**config.mk**
```make
export PLATFORM = sky130hd
export DESIGN_NAME = alu_op_sequencer
export DESIGN_NICKNAME = d
export VERILOG_FILES = /design/src/rtl/alu_op_sequencer.sv
export SDC_FILE = /design/constraint.sdc
export NUM_CORES = 1
export LEC_CHECK = 0
export CAP_MARGIN = 15
export CORE_MARGIN = 10
export CORE_UTILIZATION = 43
export CTS_CLUSTER_SIZE = 28
export DETAILED_ROUTE_END_ITERATION = 6
export PLACE_DENSITY = 0.86
export REMOVE_ABC_BUFFERS = 1
export SLEW_MARGIN = 0
export SYNTH_ARGS = -nofsm -noshare
export SYNTH_HDL_FRONTEND = slang
export SYNTH_SLANG_ARGS = --single-unit
```
**constraint.sdc**
```tcl
create_clock -name clk -period 2.27 [get_ports clk]
set_input_delay 0.454 -clock clk [delete_from_list [all_inputs] [get_ports clk]]
set_output_delay 0.454 -clock clk [all_outputs]
set_load 0.01 [all_outputs]
```
**src/rtl/alu_op_sequencer.sv**
```systemverilog
// Issue stage in front of the ALU: registers operands, waits SETTLE cycles,
// captures the ALU result and offers it on a valid/ready response port.
module alu_op_sequencer #(
    parameter int N      = 4,
    parameter int SETTLE = 1,
    parameter int CNT_W  = 16
) (
    input  logic             clk,
    input  logic             reset,
    input  logic             req_valid,
    output logic             req_ready,
    input  logic [N-1:0]     req_a,
    input  logic [N-1:0]     req_b,
    input  logic [1:0]       req_op,
    output logic [N-1:0]     alu_a,
    output logic [N-1:0]     alu_b,
    output logic [1:0]       alu_c,
    input  logic [N-1:0]     alu_y,
    input  logic             alu_cout,
    input  logic [3:0]       alu_flags,
    output logic             rsp_valid,
    input  logic             rsp_ready,
    output logic [N-1:0]     rsp_y,
    output logic             rsp_cout,
    output logic [3:0]       rsp_flags,
    input  logic             sticky_clr,
    output logic [3:0]       sticky_flags,
    output logic [CNT_W-1:0] op_count
);

    if (SETTLE < 1) begin : g_bad_settle
        $fatal(1, "alu_op_sequencer: SETTLE must be >= 1");
    end

    localparam int SW = (SETTLE > 1) ? $clog2(SETTLE) : 1;

    typedef enum logic [1:0] {
        ST_IDLE,
        ST_SETTLE,
        ST_RESP
    } state_t;

    state_t        state_q;
    state_t        state_d;
    logic [SW-1:0] cnt_q;
    logic          accept;
    logic          capture;

    always_comb begin
        req_ready = (state_q == ST_IDLE) || ((state_q == ST_RESP) && rsp_ready);
        accept    = req_valid && req_ready;
        capture   = (state_q == ST_SETTLE) && (cnt_q == '0);
    end

    always_comb begin
        state_d = state_q;
        case (state_q)
            ST_IDLE:   if (accept) state_d = ST_SETTLE;
            ST_SETTLE: if (capture) state_d = ST_RESP;
            ST_RESP: begin
                if (accept)         state_d = ST_SETTLE;
                else if (rsp_ready) state_d = ST_IDLE;
            end
            default:   state_d = ST_IDLE;
        endcase
    end

    always_ff @(posedge clk or negedge reset) begin
        if (!reset) state_q <= ST_IDLE;
        else        state_q <= state_d;
    end

    // Operand registers and settle counter; alu_* persist after completion.
    always_ff @(posedge clk or negedge reset) begin
        if (!reset) begin
            alu_a <= '0;
            alu_b <= '0;
            alu_c <= '0;
            cnt_q <= '0;
        end else if (accept) begin
            alu_a <= req_a;
            alu_b <= req_b;
            alu_c <= req_op;
            cnt_q <= SW'(SETTLE - 1);
        end else if ((state_q == ST_SETTLE) && (cnt_q != '0)) begin
            cnt_q <= cnt_q - 1'b1;
        end
    end

    always_ff @(posedge clk or negedge reset) begin
        if (!reset) begin
            rsp_valid <= 1'b0;
            rsp_y     <= '0;
            rsp_cout  <= 1'b0;
            rsp_flags <= '0;
            op_count  <= '0;
        end else if (capture) begin
            rsp_valid <= 1'b1;
            rsp_y     <= alu_y;
            rsp_cout  <= alu_cout;
            rsp_flags <= alu_flags;
            op_count  <= op_count + 1'b1;
        end else if ((state_q == ST_RESP) && rsp_ready) begin
            rsp_valid <= 1'b0;
        end
    end

    // A clear coinciding with a capture restarts accumulation from the new flags.
    always_ff @(posedge clk or negedge reset) begin
        if (!reset) begin
            sticky_flags <= '0;
        end else if (capture) begin
            sticky_flags <= (sticky_clr ? 4'b0000 : sticky_flags) | alu_flags;
        end else if (sticky_clr) begin
            sticky_flags <= '0;
        end
    end

endmodule

```
==> results_dict.tcl <==
set metrics [dict create \
    synth_compound_area_frac 0.0370 \
    synth-seq-cells 43 \
    pre_cts_ws_ns 0.0630 \
    grt_pass1_vias 1358 \
    max_freq_mhz 546 \
    coreArea_um2 3770 \
    port_buffers 64 \
    seq_area_um2 1080 \
    holdWs_ns 0.289 \
    start_util 0.457 \
    wl_um 3940 \
    fin_total_pwr_mw 2.58 \
    clk_pin_slew_worst_paths_ns 0.08 \
    finalCritPeriodShare 0.807 \
    overflow 0 \
    die_h_um 83.3 \
    synth_cell_types 25 \
    dp_cells 261 \
    stdcell_area_um2 2560 \
    cts_hold_buf 0 \
    syn_area_um2 1720 \
    cts-root-buf "clkbuf_8" \
    holdCritPathClass "input pin to async pin" \
    maxCapViolations 0 \
    cts_tree "yes" \
    worstPathRequired_ns 2.45 \
    vias 1285 \
    rsz0062_at_grt "false" \
    synth_top_family_by_area "simple AND/OR/NAND/NOR gates" \
    cts_made_buffers 5 \
    drc_errors 0 \
    p_seq_frac 0.423 \
    cp_cell_sequence "clkdlybuf4s50_1 -> inv_1 -> a21oi_1 -> and2_1 -> mux2_2" \
    htree_levels 2 \
    p_sw_frac 0.283 \
    intPower_mw 1.85 \
    stdcell_count 269 \
    die_x_um 83.3 \
    gp_congestion 0.749 \
    status "finished, final reports clean" \
    vdd_drop_max_v 0.000690 \
    placed_area_um2 2420 \
    synth_xor_xnor_area_share 0.0711 \
    wire_per_inst_um 14.6 \
    ant_nets 0 \
    grt_usage 0.113 \
    drive_above_1_share 0.113 \
    synth.area.mux_share 0.0653 \
    clkSinkCount 43 \
    antenna_found_initial 0 \
    fin_tns_setup_ns 0 \
    cts_setup_buffers 0 \
    drt-initial-drc-count 45 \
    layout_min_cycle_time_ns 1.83 \
    crit_path_end_kind "flip-flop" \
    multi_input_area_um2 597 \
    slew_viol_final 0 \
    hold_violations 0 \
    drt-pass1-iter-count 4 \
    start_kind "input pin" \
    cts_resized 0 \
    max_stage_delay_ns 0.52 \
    tightest_slew_ns 0.924 \
    synth-adder-area-share 0.00726 \
    place_hpwl_um 2990 \
    ys_warn_count 0 \
    p_leak_nw 1.14 \
    clock_path_buffers 2 \
    cp.arrival_ns 2.01 \
    synth-simple-area-share 0.165 \
    nFillCells 316 \
    finalNetCount 245 \
    grt_pass1_wl_um 6470 \
    power_frac_clock 0.272 \
    fin_skew_ns 0.00630 \
    setup_slack_ns 0.439 \
    cellPowerDensity_nw_per_um2 1010 \
    clk_latency_ns 0.29 \
    grt_start_max_net_pins 44 \
    pin_count 65 \
    path_class "input pin to flip-flop" \
    std_cell_rows 22 \
    viasPerCell 4.78 \
    critical-path-slowest-cell "clkdlybuf4s50_1" \
    setup_violations 0 \
    dieArea_um2 6940 \
    ys_seq_area_frac 0.624 \
    cp_max_fo 11 \
    synth_area_per_cell_um2 11.5 \
    syn_inst 150 \
    area_delta_synth_final_pct 48.7 \
    fin_util 0.680 \
    relSlewSlack 0.384 \
    p_switching_mw 0.729 \
    antenna_cells 0 \
    comb_power_share 0.306 \
]
[metal layers]
layer,wire length [um],vias to the layer above,global-route usage
met3,461,4,0.0693
met4,49,0,0.0508
li1,-,631,-
met1,1640,602,0.125
met5,0,-,0
met2,1780,48,0.167
[critical path, delay by kind of cell]
kind            cells  cell delay (ns)
buf+inv             2             0.58
simple gates        1             0.43
compound gates      1             0.16
mux                 1             0.39
[cell usage after synthesis]
library cell	count	area [um2]
dfrtp_1	43	1080
and2_1	1	6.26
xor2_1	3	26.3
buf_2	2	10.0
a21oi_1	4	20.0
ha_1	1	12.5
nor4_4	1	21.3
and3_1	2	12.5
nand3_1	7	35.0
and4bb_2	1	12.5
nor3b_1	2	15.0
a211oi_1	1	7.51
nand2_1	35	131
a31o_2	1	8.76
xnor2_1	11	96.3
o21ai_0	4	20.0
or3b_1	1	8.76
nor2_1	3	11.3
nand4_1	3	18.8
inv_1	9	33.8
o31ai_1	1	7.51
nand2b_1	1	6.26
nor4_1	1	6.26
mux2_2	10	113
clkbuf_1	2	7.51
[registers in the layout, summed over array words and instances, names as in the netlist]
signal        flops
rsp_y             4
op_count         16
rsp_valid         1
alu_b             4
cnt_q             1
rsp_flags         4
alu_c             2
state_q           2
sticky_flags      4
alu_a             4
rsp_cout          1
[worst paths after layout]
check | from | endpoint | slack, ns | depth (start not counted)
worst max-delay path | rsp_ready | alu_a[0]$_DFFE_PN0P_ | 0.44 | 5
worst min-delay path | reset | op_count[6]$_DFFE_PN0N_ | 0.29 | 1
worst max register to register | state_q[0]$_DFFE_PN0P_ | op_count[13]$_DFFE_PN0N_ | 0.55 | 4
worst min register to register | rsp_flags[1]$_DFFE_PN0N_ | rsp_flags[1]$_DFFE_PN0N_ | 0.48 | 2
max in group asynchronous | reset | alu_b[3]$_DFFE_PN0P_ | 1.40 | 1
min in group clk | rsp_flags[1]$_DFFE_PN0N_ | rsp_flags[1]$_DFFE_PN0N_ | 0.48 | 2
[cells in the final DEF (no fill, tap or decap), drive strengths merged, types with 2 or more instances in the layout]
| master | instances |
|---|---|
| clkdlybuf4s50 | 62 |
| dfrtp | 43 |
| nand2 | 35 |
| xnor2 | 11 |
| mux2 | 10 |
| inv | 9 |
| nand3 | 7 |
| clkbuf | 5 |
| o21ai | 4 |
| a21oi | 4 |
| buf | 4 |
| nor2 | 3 |
| nand4 | 3 |
| xor2 | 3 |
| nor3b | 2 |
| and3 | 2 |
| bufinv | 2 |
| nor4 | 2 |
[logic make-up after synthesis]
logic type               after synthesis
flip-flops                            43
AO/OA/AOI/OAI                         11
multiplexers                          10
buffers and inverters                 13
XOR/XNOR                              14
adder cells (fa/ha/maj)                1
AND/OR/NAND/NOR                       58
[layout make-up]
type                    count  area share
flip-flops and latches     43       0.420
repair buffers             67       0.258
multi-input cells          94       0.233
clock buffers               5      0.0268
clock inverters             3      0.0264
well taps                  48      0.0234
inverters                   9      0.0132
[power groups by stage]
stage	sequential (mW)	clock (mW)	combinational [mW]
floorplan	1.17	0	0.224
global placement	1.10	0	0.800
detailed placement	1.10	0	0.808
CTS	1.09	0.716	0.812
global route	1.12	0.745	0.867
finish	1.09	0.700	0.789
Power figures use the tool's default switching activity.
